--- src/rtl/s_mem_arbiter.sv ---
// Request/grant arbiter with bus locking for the shared S working RAM.
// Define S_MEM_ARB_RR_EN for round-robin arbitration; default is fixed priority (lowest index wins).
module s_mem_arbiter #(
  parameter int N_REQ  = 3,
  parameter int AW     = 8,
  parameter int DW     = 8,
  parameter int RD_LAT = 1
) (
  input  logic               clk,
  input  logic               reset_n,
  input  logic [N_REQ-1:0]    req,
  output logic [N_REQ-1:0]    gnt,
  input  logic [N_REQ-1:0]    op_valid,
  input  logic [N_REQ-1:0]    op_wren,
  input  logic [N_REQ*AW-1:0] op_addr,
  input  logic [N_REQ*DW-1:0] op_wdata,
  output logic [N_REQ-1:0]    rvalid,
  output logic [DW-1:0]       rdata,
  output logic [AW-1:0]       mem_addr,
  output logic [DW-1:0]       mem_data,
  output logic                mem_wren,
  input  logic [DW-1:0]       mem_q,
  output logic                busy
);

  localparam int IW = (N_REQ > 1) ? $clog2(N_REQ) : 1;

  typedef enum logic [1:0] {
    ST_IDLE,
    ST_OWN,
    ST_DRAIN
  } state_t;

  state_t             r_state;
  state_t             w_state_nxt;
  logic [IW-1:0]      r_owner;
  logic [IW-1:0]      w_owner_nxt;
  logic [IW-1:0]      w_winner;
  logic [N_REQ-1:0]   r_gnt;
  logic [AW-1:0]      r_mem_addr;
  logic [DW-1:0]      r_mem_data;
  logic               r_mem_wren;
  logic [N_REQ-1:0]   r_pipe [0:RD_LAT];

  logic               w_any_req;
  logic               w_own_valid;
  logic               w_own_wren;
  logic [AW-1:0]      w_own_addr;
  logic [DW-1:0]      w_own_wdata;
  logic               w_access;
  logic               w_push;
  logic               w_pending;

  assign w_any_req   = |req;
  assign w_own_valid = op_valid[r_owner];
  assign w_own_wren  = op_wren[r_owner];
  assign w_own_addr  = op_addr[int'(r_owner)*AW +: AW];
  assign w_own_wdata = op_wdata[int'(r_owner)*DW +: DW];
  assign w_access    = (r_state == ST_OWN) && w_own_valid;
  assign w_push      = w_access && !w_own_wren;

`ifdef S_MEM_ARB_RR_EN
  logic [IW-1:0] r_ptr;

  // Scan from the far end of the search order so the first requester after the pointer wins.
  always_comb begin
    int idx;
    w_winner = '0;
    for (int k = N_REQ-1; k >= 0; k--) begin
      idx = int'(r_ptr) + k;
      if (idx >= N_REQ) idx = idx - N_REQ;
      if (req[idx]) w_winner = IW'(idx);
    end
  end

  always_ff @(posedge clk or negedge reset_n) begin
    if (!reset_n) begin
      r_ptr <= '0;
    end else if (r_state == ST_IDLE && w_any_req) begin
      r_ptr <= (w_winner == IW'(N_REQ-1)) ? '0 : w_winner + IW'(1);
    end
  end
`else
  always_comb begin
    // NOTE: every combinational output gets a default first so no path leaves it unassigned (no latch).
    w_winner = '0;
    for (int k = N_REQ-1; k >= 0; k--) begin
      if (req[k]) w_winner = IW'(k);
    end
  end
`endif

  // Reads still in flight after this edge: this cycle's push plus every stage short of the output.
  always_comb begin
    w_pending = w_push;
    for (int k = 0; k < RD_LAT; k++) begin
      w_pending = w_pending | (|r_pipe[k]);
    end
  end

  always_comb begin
    w_state_nxt = r_state;
    w_owner_nxt = r_owner;
    case (r_state)
      ST_IDLE: begin
        if (w_any_req) begin
          w_state_nxt = ST_OWN;
          w_owner_nxt = w_winner;
        end
      end
      ST_OWN: begin
        if (!req[r_owner]) w_state_nxt = w_pending ? ST_DRAIN : ST_IDLE;
      end
      ST_DRAIN: begin
        if (!w_pending) w_state_nxt = ST_IDLE;
      end
      default: w_state_nxt = ST_IDLE;
    endcase
  end

  always_ff @(posedge clk or negedge reset_n) begin
    if (!reset_n) begin
      r_state    <= ST_IDLE;
      r_owner    <= '0;
      r_gnt      <= '0;
      r_mem_addr <= '0;
      r_mem_data <= '0;
      r_mem_wren <= 1'b0;
      // NOTE: the read-tag pipeline is reset so in-flight strobes are discarded, not replayed.
      for (int k = 0; k <= RD_LAT; k++) r_pipe[k] <= '0;
    end else begin
      // NOTE: non-blocking assignments so every register samples pre-edge values.
      r_state    <= w_state_nxt;
      r_owner    <= w_owner_nxt;
      r_gnt      <= (w_state_nxt != ST_IDLE) ? (N_REQ'(1) << w_owner_nxt) : '0;
      r_mem_wren <= w_access && w_own_wren;
      if (w_access) begin
        r_mem_addr <= w_own_addr;
        r_mem_data <= w_own_wdata;
      end
      r_pipe[0] <= w_push ? (N_REQ'(1) << r_owner) : '0;
      for (int k = 1; k <= RD_LAT; k++) r_pipe[k] <= r_pipe[k-1];
    end
  end

  assign gnt      = r_gnt;
  assign mem_addr = r_mem_addr;
  assign mem_data = r_mem_data;
  assign mem_wren = r_mem_wren;
  assign rvalid   = r_pipe[RD_LAT];
  assign rdata    = mem_q;
  assign busy     = (r_state != ST_IDLE);

endmodule

--- config.mk ---
export PLATFORM = sky130hd
export DESIGN_NAME = s_mem_arbiter
export DESIGN_NICKNAME = d
export VERILOG_FILES = /design/src/rtl/s_mem_arbiter.sv
export SDC_FILE = /design/constraint.sdc
export NUM_CORES = 1
export LEC_CHECK = 0
export CAP_MARGIN = 30
export CORE_MARGIN = 2
export CORE_UTILIZATION = 35
export DETAILED_ROUTE_END_ITERATION = 8
export PLACE_DENSITY = 0.76
export SLEW_MARGIN = 20
export SYNTH_ARGS = -nofsm -noshare
export SYNTH_HDL_FRONTEND = slang
export SYNTH_SLANG_ARGS = --single-unit
--- constraint.sdc ---
create_clock -name clk -period 1.6 [get_ports clk]
set_input_delay 0.32 -clock clk [delete_from_list [all_inputs] [get_ports clk]]
set_output_delay 0.32 -clock clk [all_outputs]
set_load 0.1 [all_outputs]
* After elaboration in Yosys (flattened, before gate mapping)
Cells that the tools add are included.
Word-level totals: input bits 67, output and inout bits 32, register bits after elaboration 30, word-level logic and storage cells 43
Operators by class: $lt $le $gt $ge 1, muxes and demuxes 18, reduce and logical (&&, ||, !) cells 9, equality and inequality tests 2, shifts and indexed selects 4, bitwise operators 1
Operator list (number):
- 24-bit by 6-bit variable part select with 8-bit output | 2
- 2-bit two-way mux | 9
- 1-bit binary-select mux with 2-bit select | 3
- 3-bit two-way mux | 2
- 2-bit one-hot mux with 3 select lines | 1
- 3-bit OR reduction | 2
- 1-bit by 2-bit << shifter with 3-bit output (first input constant) | 2
- 2-bit nonzero test | 2
- 1-bit logical AND | 3
- 2-bit by 3-bit less-than comparator with 1-bit output (second input constant) | 1
- 1-bit two-way mux | 3
- 2-bit by 1-bit == test with 1-bit output (second input constant) | 1
- 2-bit == test (second input constant) | 1
- 2-bit zero test | 1
- 1-bit zero test | 1
- 1-bit OR | 1

* Logic depth before layout (Yosys ltp)
word-level depth 10, gate-level depth with buffers 7

* Least setup slack after synthesis
OpenSTA, ideal clock, no wires.
path type reg2reg, start point register r_state[1], end point register r_gnt[1] (netlist: gnt[1]), cell stages (with the launch flop) 4, arrival 1.802 ns, buffers on the path 0, setup slack -0.296 ns, clock period less this slack 1.896 ns, library setup time 0.094 ns, cells stage by stage dfrtp_1 > or2_1 > or3b_1 > a221oi_2
On the way: word-level cells in the longest chain between the ends 9
RTL lines:
- start: declaration | line 34 | state_t r_state;
- start signal: assignment | line 133 | r_state <= w_state_nxt;
- 2-bit by 1-bit == test with 1-bit output | line 59, 104
- 1-bit logical AND | line 59 | assign w_access = (r_state == ST_OWN) && w_own_valid;
- 1-bit logical AND | line 60 | assign w_push = w_access && !w_own_wren;
- 1-bit OR | line 97 | w_pending = w_pending | (|r_pipe[k]);
- 2-bit two-way mux (2 in series) | line 112 | if (!req[r_owner]) w_state_nxt = w_pending ? ST_DRAIN : ST_IDLE;
- 2-bit one-hot mux with 3 select lines | line 104 | case (r_state)
- 2-bit nonzero test | line 135 | r_gnt <= (w_state_nxt != ST_IDLE) ? (N_REQ'(1) << w_owner_nxt) : '0;
- 3-bit two-way mux (*) | line 135
- end signal: assignment | line 135
- end: declaration | line 39 | logic [N_REQ-1:0] r_gnt;
Every way passes the cells marked *; elsewhere a longest branch is shown, timed or not. A chain may end at the register's enable or synchronous reset.

* Final worst setup path
start point register r_owner[0], end point register r_gnt[1] (netlist: gnt[1])
On the way: word-level cells in the longest chain between the ends 10
RTL lines:
- start: declaration | line 36 | logic [IW-1:0] r_owner;
- start signal: assignment | line 134 | r_owner <= w_owner_nxt;
- 1-bit binary-select mux with 2-bit select (on tied branches) | line 55, 56
- 1-bit two-way mux (on tied branches) | line 55, 56
- 1-bit logical AND or 1-bit zero test (tied branches) | line 59, 60
- 1-bit logical AND | line 60
- 1-bit OR | line 97
- 2-bit two-way mux (2 in series) | line 112
- 2-bit one-hot mux with 3 select lines | line 104
- 2-bit nonzero test | line 135
- 3-bit two-way mux (*) | line 135
Every way passes the cells marked *; elsewhere a longest branch is shown, timed or not. The select of a mux whose other input is x is not followed.

==> qor.yml <==
status: "completed"
root_buffer: "clkbuf_8"
cts_buffer_depth: 2
synthMuxAreaShare_pct: 22.54
cp_data_arrival_time_ns: 1.76
die_y_um: 72.51
track_usage_pct: 17.57
cts_tree: "done"
cts_max_level: 2
fmax_mhz: 632.9
initial_utilization_pct: 36.97
place.gp.congestion: 0.8411
first_pass_iters: 4
r2r_start: "r_owner[0]"
crit_end: "gnt[1]"
rr_endpoint: "gnt[1]"
post-dp-hpwl_um: 3444
period_share_pct: 98.76
whs_ns: 0.3863
max_stage_delay_ns: 0.43
vias_per_cell: 5.033
async_flop_share_pct: 100.0
coreArea_sq_um: 4444
ant_nets: 0
antenna_found_initial: 0
vias: 1515
seq_area_frac_synth_pct: 45.70
startpoint_type: "flip-flop"
wl_per_cell_um: 14.53
r2r_setup_slack_ns: 0.02
cp-end-kind: "flip-flop"
critPathBufInv: 1
synth_top_family_by_area: "multiplexers"
period_needed_ns: 1.580
critPathLaunch: "r_owner[0]"
synthesis.nets: 222
synth_ff_type: "dfrtp_1"
cts_num_sinks: 30
grt_pass1_wl_um: 7155
yosysTopAreaCellShare_pct: 45.70
fillers: 346
power.leakage_nw: 1.263
die_x_um: 72.51
synth.most_common_cell: "dfrtp_1"
synth-compound-area-share_pct: 10.13
grt_max_degree: 31
cap_viol_max_count: 0
setup_viol_count_final: 0
synth_fa_ha_area_share_pct: 0
drt-initial-drc-count: 50
rsz0062_at_grt: "true"
portBuffers: 82
yosysUniqueCellTypes: 30
slew_headroom_pct: 74.73
drive_gt1_share_pct: 31.73
crit_cells: 5
slowest_stage: "dfrtp_2"
min-delay-path-class: "flip-flop to flip-flop"
diodes: 0
tightestPinTransition_ns: 0.3790
synth_top_area_cell: "dfrtp_1"
cts_buffers: 5
num_rows: 24
worstPathMaxFanout: 5
drv_slew: 0
clk_pin_slew_ns: 0.06
ios: 99
cp_top_family: "compound AO/OA/AOI/OAI gates"
synthSimpleGateAreaFrac_pct: 13.33
syn_inst: 155
hold_viol_final: 0
die_area_sq_um: 5258
grt_overflow: 0
setup.worst_path.class: "flip-flop to flip-flop"
avgSynthCellArea_sq_um: 10.60
synth_area_sq_um: 1643
synth_commonest_cells: "dfrtp_1, mux2i_1, nand2_1, o21ai_0, mux2_2"
ys_ff_latch: 30
grt_pass1_vias: 1560
synth.area.top_cells: "dfrtp_1, mux2i_1, mux2_2"
irDropWorstVdd_mv: 1.392
reg2regPathDepth: 5
clk_latency_ns: 0.28
worstPathCellList: "buf_2 -> nor4b_2 -> nor2_1 -> a311o_1 -> a221oi_2"
drc: 0
area_growth_pct: 79.66
required_ns: 1.78
wirelength_um: 4375
hold_buffers: 0
synth-edff-count: 0
yosysWarnings: 0
num-nets-final: 315
finClkSkew_ns: 0.005251
power.density_nw_per_um2: 2393
synth_xor_area_share_pct: 0
power_mw: 7.064
==> sequential cells by signal (all words and copies together), names as in the netlist <==
register	cells
mem_data	8
r_state	2
rvalid	3
r_pipe	3
mem_addr	8
r_owner	2
gnt	3
mem_wren	1
==> cell type report <==
type	count	area (sq um)	share of cell area (%)
clock inverter	1	5.005	0.1696
clock buffer	7	86.33	2.925
multi-input combinational	104	770.7	26.11
timing repair buffer	107	1271	43.07
tap	52	65.06	2.204
sequential	30	753.2	25.52
==> stage by stage <==
stage               setup WS, ns  instance area (sq um)  std cells  util [%]  setup TNS [ns]
floorplan                0.02450                   1645        155         -               0
global placement         -0.1825                   2813        290     63.29          -2.871
detailed placement       -0.2318                   2813        290     63.29          -3.233
CTS                      0.02074                   2905        298     65.37               0
global route            -0.03757                   2952        301     66.41         -0.4785
finish                   0.01985                   2952        301     66.41               0
==> what timing repair did <==
action / CTS / global route
buffers inserted: 0 / 3
endpoints found under the setup margin: 18 / 18
resized for setup: 1 / 4
pin swaps: 0 / 1
==> cells by family after synthesis <==
kind of cell | count (synthesis)
AND/OR/NAND/NOR | 42
multiplexers | 35
flip-flops | 30
AO/OA/AOI/OAI | 27
buffers and inverters | 21
==> how the worst min path moves through the flow <==
stage / from / to / slack [ns] / cells past startpoint
2_1_floorplan: reset_n / gnt[0] / 0.02 / 0
3_3_place_gp: r_pipe[3] / rvalid[0] / 0.36 / 0
3_5_place_dp: r_pipe[3] / rvalid[0] / 0.36 / 0
4_1_cts: r_pipe[3] / rvalid[0] / 0.38 / 0
5_1_grt: r_pipe[4] / rvalid[1] / 0.40 / 0
6_report: r_pipe[3] / rvalid[0] / 0.39 / 0
==> worst register-to-register path, cell delays in order (launching register included) <==
cell and delay (ns):
dfrtp_2 0.43, buf_2 0.17, nor4b_2 0.24, nor2_1 0.07
a311o_1 0.34, a221oi_2 0.24
==> per-layer routing <==
layer / part of all wire (%) / up-vias / GRT usage (%)
met5: 0 / - / 0
met4: 1.0 / 0 / 5.350
met3: 9.8 / 7 / 5.972
met2: 50 / 78 / 29.97
met1: 40 / 703 / 20.99
li1: - / 727 / -
==> power by group <==
group	total (mW)	internal, mW	switching, mW
combinational	5.05	2.10	2.94
sequential	1.40	1.09	0.315
clock	0.617	0.346	0.271
total	7.06	3.53	3.53
==> cells in the final DEF, fill, tap and decap left out, types with 2 or more instances in the layout <==
cell type / count
mux2_2: 16
clkbuf_8: 6
nor2_1: 7
mux2i_1: 19
nand2_1: 19
buf_4: 22
buf_12: 26
a21oi_1: 3
nor4b_2: 2
clkdlybuf4s50_1: 58
o21ai_0: 17
nand3b_1: 3
dfrtp_2: 2
dfrtp_1: 28
(Power assumes the default switching activity.)
